$ cat src/rtl/fp_issue.sv
// Issue controller between decode and the FP execute unit: accepts one instruction,
// pulses it into the execute unit, watches busy with a watchdog and hands the result to writeback.
module fp_issue #(
    parameter int REGFILE_WIDTH = 32,
    parameter int RD_W          = 3,
    parameter int MAX_WAIT      = 16
) (
    input  logic                     clk,
    input  logic                     rst,
    input  logic                     in_valid,
    output logic                     in_ready,
    input  logic [REGFILE_WIDTH-1:0] in_reg1,
    input  logic [REGFILE_WIDTH-1:0] in_reg2,
    input  logic [REGFILE_WIDTH-1:0] in_imm,
    input  logic [REGFILE_WIDTH-1:0] in_pc_inc,
    input  logic [3:0]               in_aluop,
    input  logic [1:0]               in_instfmt,
    input  logic                     in_alusrc,
    input  logic [RD_W-1:0]          in_rd,
    input  logic                     flush,
    output logic                     fp_inst_valid,
    output logic [REGFILE_WIDTH-1:0] reg1,
    output logic [REGFILE_WIDTH-1:0] reg2,
    output logic [REGFILE_WIDTH-1:0] imm,
    output logic [REGFILE_WIDTH-1:0] pc_inc,
    output logic [3:0]               AluOp,
    output logic [1:0]               InstFmt,
    output logic                     AluSrc,
    input  logic                     busy,
    input  logic [REGFILE_WIDTH-1:0] alu_out,
    input  logic                     ex_err,
    output logic                     wb_valid,
    output logic [RD_W-1:0]          wb_rd,
    output logic [REGFILE_WIDTH-1:0] wb_data,
    output logic                     wb_err,
    output logic                     wb_timeout,
    output logic                     stall
);

    localparam int WCNT_W = $clog2(MAX_WAIT + 1);
    localparam logic [WCNT_W-1:0] WCNT_MAX = WCNT_W'(MAX_WAIT);

    typedef enum logic [2:0] {
        IDLE,
        ISSUE,
        WAIT_START,
        WAIT_DONE,
        WB
    } state_t;

    state_t            state;
    state_t            state_next;
    logic [WCNT_W-1:0] wcnt;
    logic              kill;
    logic              err_q;
    logic              timeout_q;
    logic              accept;
    logic              capture;
    logic              expire;

    always_comb begin
        state_next    = state;
        in_ready      = 1'b0;
        fp_inst_valid = 1'b0;
        wb_valid      = 1'b0;
        accept        = 1'b0;
        capture       = 1'b0;
        expire        = 1'b0;
        case (state)
            IDLE: begin
                in_ready = ~busy & ~flush & ~rst;
                accept   = in_valid & ~busy & ~flush & ~rst;
                if (accept) state_next = ISSUE;
            end
            ISSUE: begin
                fp_inst_valid = ~rst;
                state_next    = WAIT_START;
            end
            WAIT_START: begin
                // A unit that starts on the last allowed cycle still counts as started.
                if (busy) begin
                    state_next = WAIT_DONE;
                end else if (wcnt == WCNT_MAX) begin
                    expire     = 1'b1;
                    state_next = WB;
                end
            end
            WAIT_DONE: begin
                if (!busy) begin
                    capture    = 1'b1;
                    state_next = WB;
                end else if (wcnt == WCNT_MAX) begin
                    expire     = 1'b1;
                    state_next = WB;
                end
            end
            WB: begin
                wb_valid   = ~kill & ~flush & ~rst;
                state_next = IDLE;
            end
            default: state_next = IDLE;
        endcase
    end

    assign stall      = ~rst & ((state != IDLE) | (in_valid & ~in_ready));
    assign wb_err     = err_q | timeout_q;
    assign wb_timeout = timeout_q;

    always_ff @(posedge clk) begin
        if (rst) begin
            state     <= IDLE;
            wcnt      <= '0;
            kill      <= 1'b0;
            err_q     <= 1'b0;
            timeout_q <= 1'b0;
            reg1      <= '0;
            reg2      <= '0;
            imm       <= '0;
            pc_inc    <= '0;
            AluOp     <= '0;
            InstFmt   <= '0;
            AluSrc    <= 1'b0;
            wb_rd     <= '0;
            wb_data   <= '0;
        end else begin
            state <= state_next;
            if (accept) begin
                reg1      <= in_reg1;
                reg2      <= in_reg2;
                imm       <= in_imm;
                pc_inc    <= in_pc_inc;
                AluOp     <= in_aluop;
                InstFmt   <= in_instfmt;
                AluSrc    <= in_alusrc;
                wb_rd     <= in_rd;
                kill      <= 1'b0;
                err_q     <= 1'b0;
                timeout_q <= 1'b0;
            end
            if (state == ISSUE) begin
                wcnt <= '0;
            end else if ((state == WAIT_START || state == WAIT_DONE) && wcnt != WCNT_MAX) begin
                wcnt <= wcnt + 1'b1;
            end
            // The execute unit cannot be aborted, so a flush only marks the result as dead.
            if (flush && (state == ISSUE || state == WAIT_START || state == WAIT_DONE)) begin
                kill <= 1'b1;
            end
            if (capture) begin
                wb_data <= alu_out;
                err_q   <= ex_err;
            end
            if (expire) begin
                timeout_q <= 1'b1;
                wb_data   <= '0;
            end
        end
    end

endmodule

$ cat config.mk
export PLATFORM = sky130hd
export DESIGN_NAME = fp_issue
export DESIGN_NICKNAME = d
export VERILOG_FILES = /design/src/rtl/fp_issue.sv
export SDC_FILE = /design/constraint.sdc
export NUM_CORES = 1
export LEC_CHECK = 0
export ABC_AREA = 1
export BUFFER_PORTS_ARGS = -buffer_cell sky130_fd_sc_hd__buf_4
export CAP_MARGIN = 30
export CELL_PAD_IN_SITES_DETAIL_PLACEMENT = 0
export CELL_PAD_IN_SITES_GLOBAL_PLACEMENT = 1
export CORE_ASPECT_RATIO = 0.7
export CORE_MARGIN = 2
export CORE_UTILIZATION = 34
export CTS_BUF_LIST = sky130_fd_sc_hd__clkbuf_16
export DETAILED_ROUTE_END_ITERATION = 12
export PLACE_DENSITY = 0.95
export SLEW_MARGIN = 30
export SYNTH_ARGS = -nofsm -noshare
export SYNTH_HDL_FRONTEND = slang
export SYNTH_SLANG_ARGS = --single-unit
export TNS_END_PERCENT = 1
$ cat constraint.sdc
create_clock -name clk -period 2.8 [get_ports clk]
set_input_delay 0.42 -clock clk [delete_from_list [all_inputs] [get_ports clk]]
set_output_delay 0.42 -clock clk [all_outputs]
set_load 0.05 [all_outputs]
==> impl_metrics.toml <==
[run_status]
status = "completed"

[critical_path]
cp_slowest_cell = "dfxtp_1"
critPathCaptureType = "output pin"
slowest_delay_ps = 380
required_ps = 2380
crit_path_start_kind = "flop"
reg2reg_slack_ps = 1120
critPathArrivalTime_ps = 1660
worstPathCellList = "inv_2 > nand3_4 > or2_2 > nand2_1 > nor2_1 > buf_4"
cp_max_fo = 5
crit_type = "reg2out"

[route]
first_iter_violations = 351
wirelength_um = 21400
drcViolationCount = 0
num_vias = 7464
drt_first_pass_iters = 4
wl_per_cell_um = 11.9
routed_via_density = 4.15
antenna_violating_nets_post_route = 0

[die]
rows = 45
dieArea_um2 = 23800
fp.dieH_um = 130
initial_core_util = 0.351
coreArea_um2 = 21900
pin_count = 352
chipWidth_um = 184

[global_route]
grt_pass1_vias = 6655
antenna_found_initial = 0
grt_start_max_net_pins = 107
grt_overflow_total = 0
grt_pass1_wl_um = 32700
grt_usage = 0.173

[sta]
skew_ps = 12.4
hold_violations = 0
setup_tns_ps = 0
rsz0062_at_grt = "false"
tightestPinTransition_ps = 925
maxSlewViolCount = 0
fmax_mhz = 480
slew_headroom = 0.383
fin_crit_ps = 2080
period_share = 0.744
fin_hold_ws_ps = 228
setup_viol = 0

[cells_and_area]
regArea_um2 = 3620
layout-area-overhead-vs-synth_pct = 43.7
multiInputGateArea_um2 = 3010
nets = 1680
antennaDiodeCount = 0
fillers = 2229
layout-drive-gt1-share = 0.265

[yosys]
yosys_warnings = 0
synth_top_area_frac = 0.472
yosys-top-cells-area = "dfxtp_1 47%, nand2_1 18%, nor2_1 16%"
synth-edff-count = 0
synth_cell_types = 25
syn_nets = 1361
avgSynthCellArea_um2 = 6.50
yosysMostFrequentCell = "nand2_1"
synthTopCellsByCount = "367 x nand2_1, 321 x nor2_1, 182 x inv_1"
ys_seq_area_frac = 0.472
yosys_register_bits = 181
synth-main-ff-cell = "dfxtp_1"
async_flop_share = 0
yosys.area.top_type = "dfxtp_1"
syn-cell-area_um2 = 7680
synthCells = 1183

[cts]
hold_buffers = 0
postCtsSetupRepairBufs = 0
clockRootBuffer = "clkbuf_16"
ctsResizeCount = 0
cts_tree = "yes"
insertion_delay_ps = 430
cts.sinks = 181
clockBufferDepth = 2
h-tree-depth = 4
numCtsBuffers = 17
clk_pin_slew_ps = 70

[power]
vdd_drop_max_mv = 0.385
p_leak_uw = 0.00584
powerDensity_nw_per_um2 = 556

[placed_design]
routabilityCongestion = 0.793
dp_hpwl_um = 15500
io_buffers = 351

[flow_run]
cap_violations = 0

[hold_path]
hp-class = "in2reg"
## where the power goes
group          switching [µW]  total [µW]  internal (µW)
clock network            1060        2570           1500
logic                     535         885            350
registers                39.0        2690           2650
total                    1640        6140           4500
## layer usage
layer  routed length [µm]  part of all wire  global-route usage  vias to the layer above
met5                    0                 0                   0                        -
met4                  206            0.0096              0.0508                        0
met3                 2080             0.097              0.0745                       14
met2                10000              0.47               0.284                      238
met1                 9080              0.42               0.209                     3172
li1                     -                 -                   -                     4040
## sequential cells by signal, summed over array words and instances (netlist names), 2 cells and up
register  flops
wb_rd         3
InstFmt       2
AluOp         4
state         3
pc_inc       32
reg1         32
imm          32
wb_data      32
wcnt          5
reg2         32
## cells in the final DEF, fill, tap and decap left out, types with 2 or more instances in the layout
cell	synthesis	layout
or2_2	2	2
inv_1	182	183
buf_12	0	3
buf_4	30	356
bufinv_16	0	4
dfxtp_1	181	181
clkinvlp_4	0	2
clkbuf_16	0	17
nand2_1	367	367
nand4_1	2	2
nand3_1	41	41
ha_1	2	2
clkinv_2	1	2
nor2_4	3	3
inv_6	0	5
a21oi_1	9	9
inv_2	3	3
nor2_1	321	321
o21ai_0	3	3
## worst max-delay path, delay by kind of cell, from the launching register on
kind / cells / cell delay [ps]
DFF: 1 / 380
buffers and inverters: 2 / 320
and+or+nand+nor: 4 / 520
## path summary, 6_finish.rpt
check,from,end,depth (start not counted)
hold reg to reg,err_q,err_q,2
setup reg to reg,state[2],pc_inc[27],7
hold / removal,rst,state[2],2
setup / recovery,state[2],stall,6
## per-stage QoR
step / util / power [µW] / setup WS (ps) / std cells / cell area, µm²
floorplan: - / 3280 / 442 / 1183 / 7680
global placement: 0.476 / 3630 / 797 / 1765 / 10400
detailed placement: 0.476 / 3640 / 759 / 1765 / 10400
CTS: 0.504 / 6230 / 697 / 1797 / 11000
global route: 0.504 / 6410 / 612 / 1797 / 11000
finish: 0.504 / 6140 / 718 / 1797 / 11000
## logic make-up (layout without fill, tap and decap cells)
kind of cell             Yosys count  count (layout)  share of synthesized area
XOR/XNOR                           1               1                    0.00114
AND/OR/NAND/NOR                  741             741                      0.378
buffers and inverters            245             577                      0.137
flip-flops                       181             181                      0.472
adder cells (fa/ha/maj)            2               2                    0.00326
AO/OA/AOI/OAI                     13              13                    0.00879
## cell type report
type,instances,share of cell area
clock buffers,17,0.0385
clock inverters,15,0.0182
inverters,186,0.0635
multi-input cells,757,0.272
flip-flops and latches,181,0.328
well taps,282,0.0320
repair buffers,359,0.247
Power figures use the tool's default switching activity.
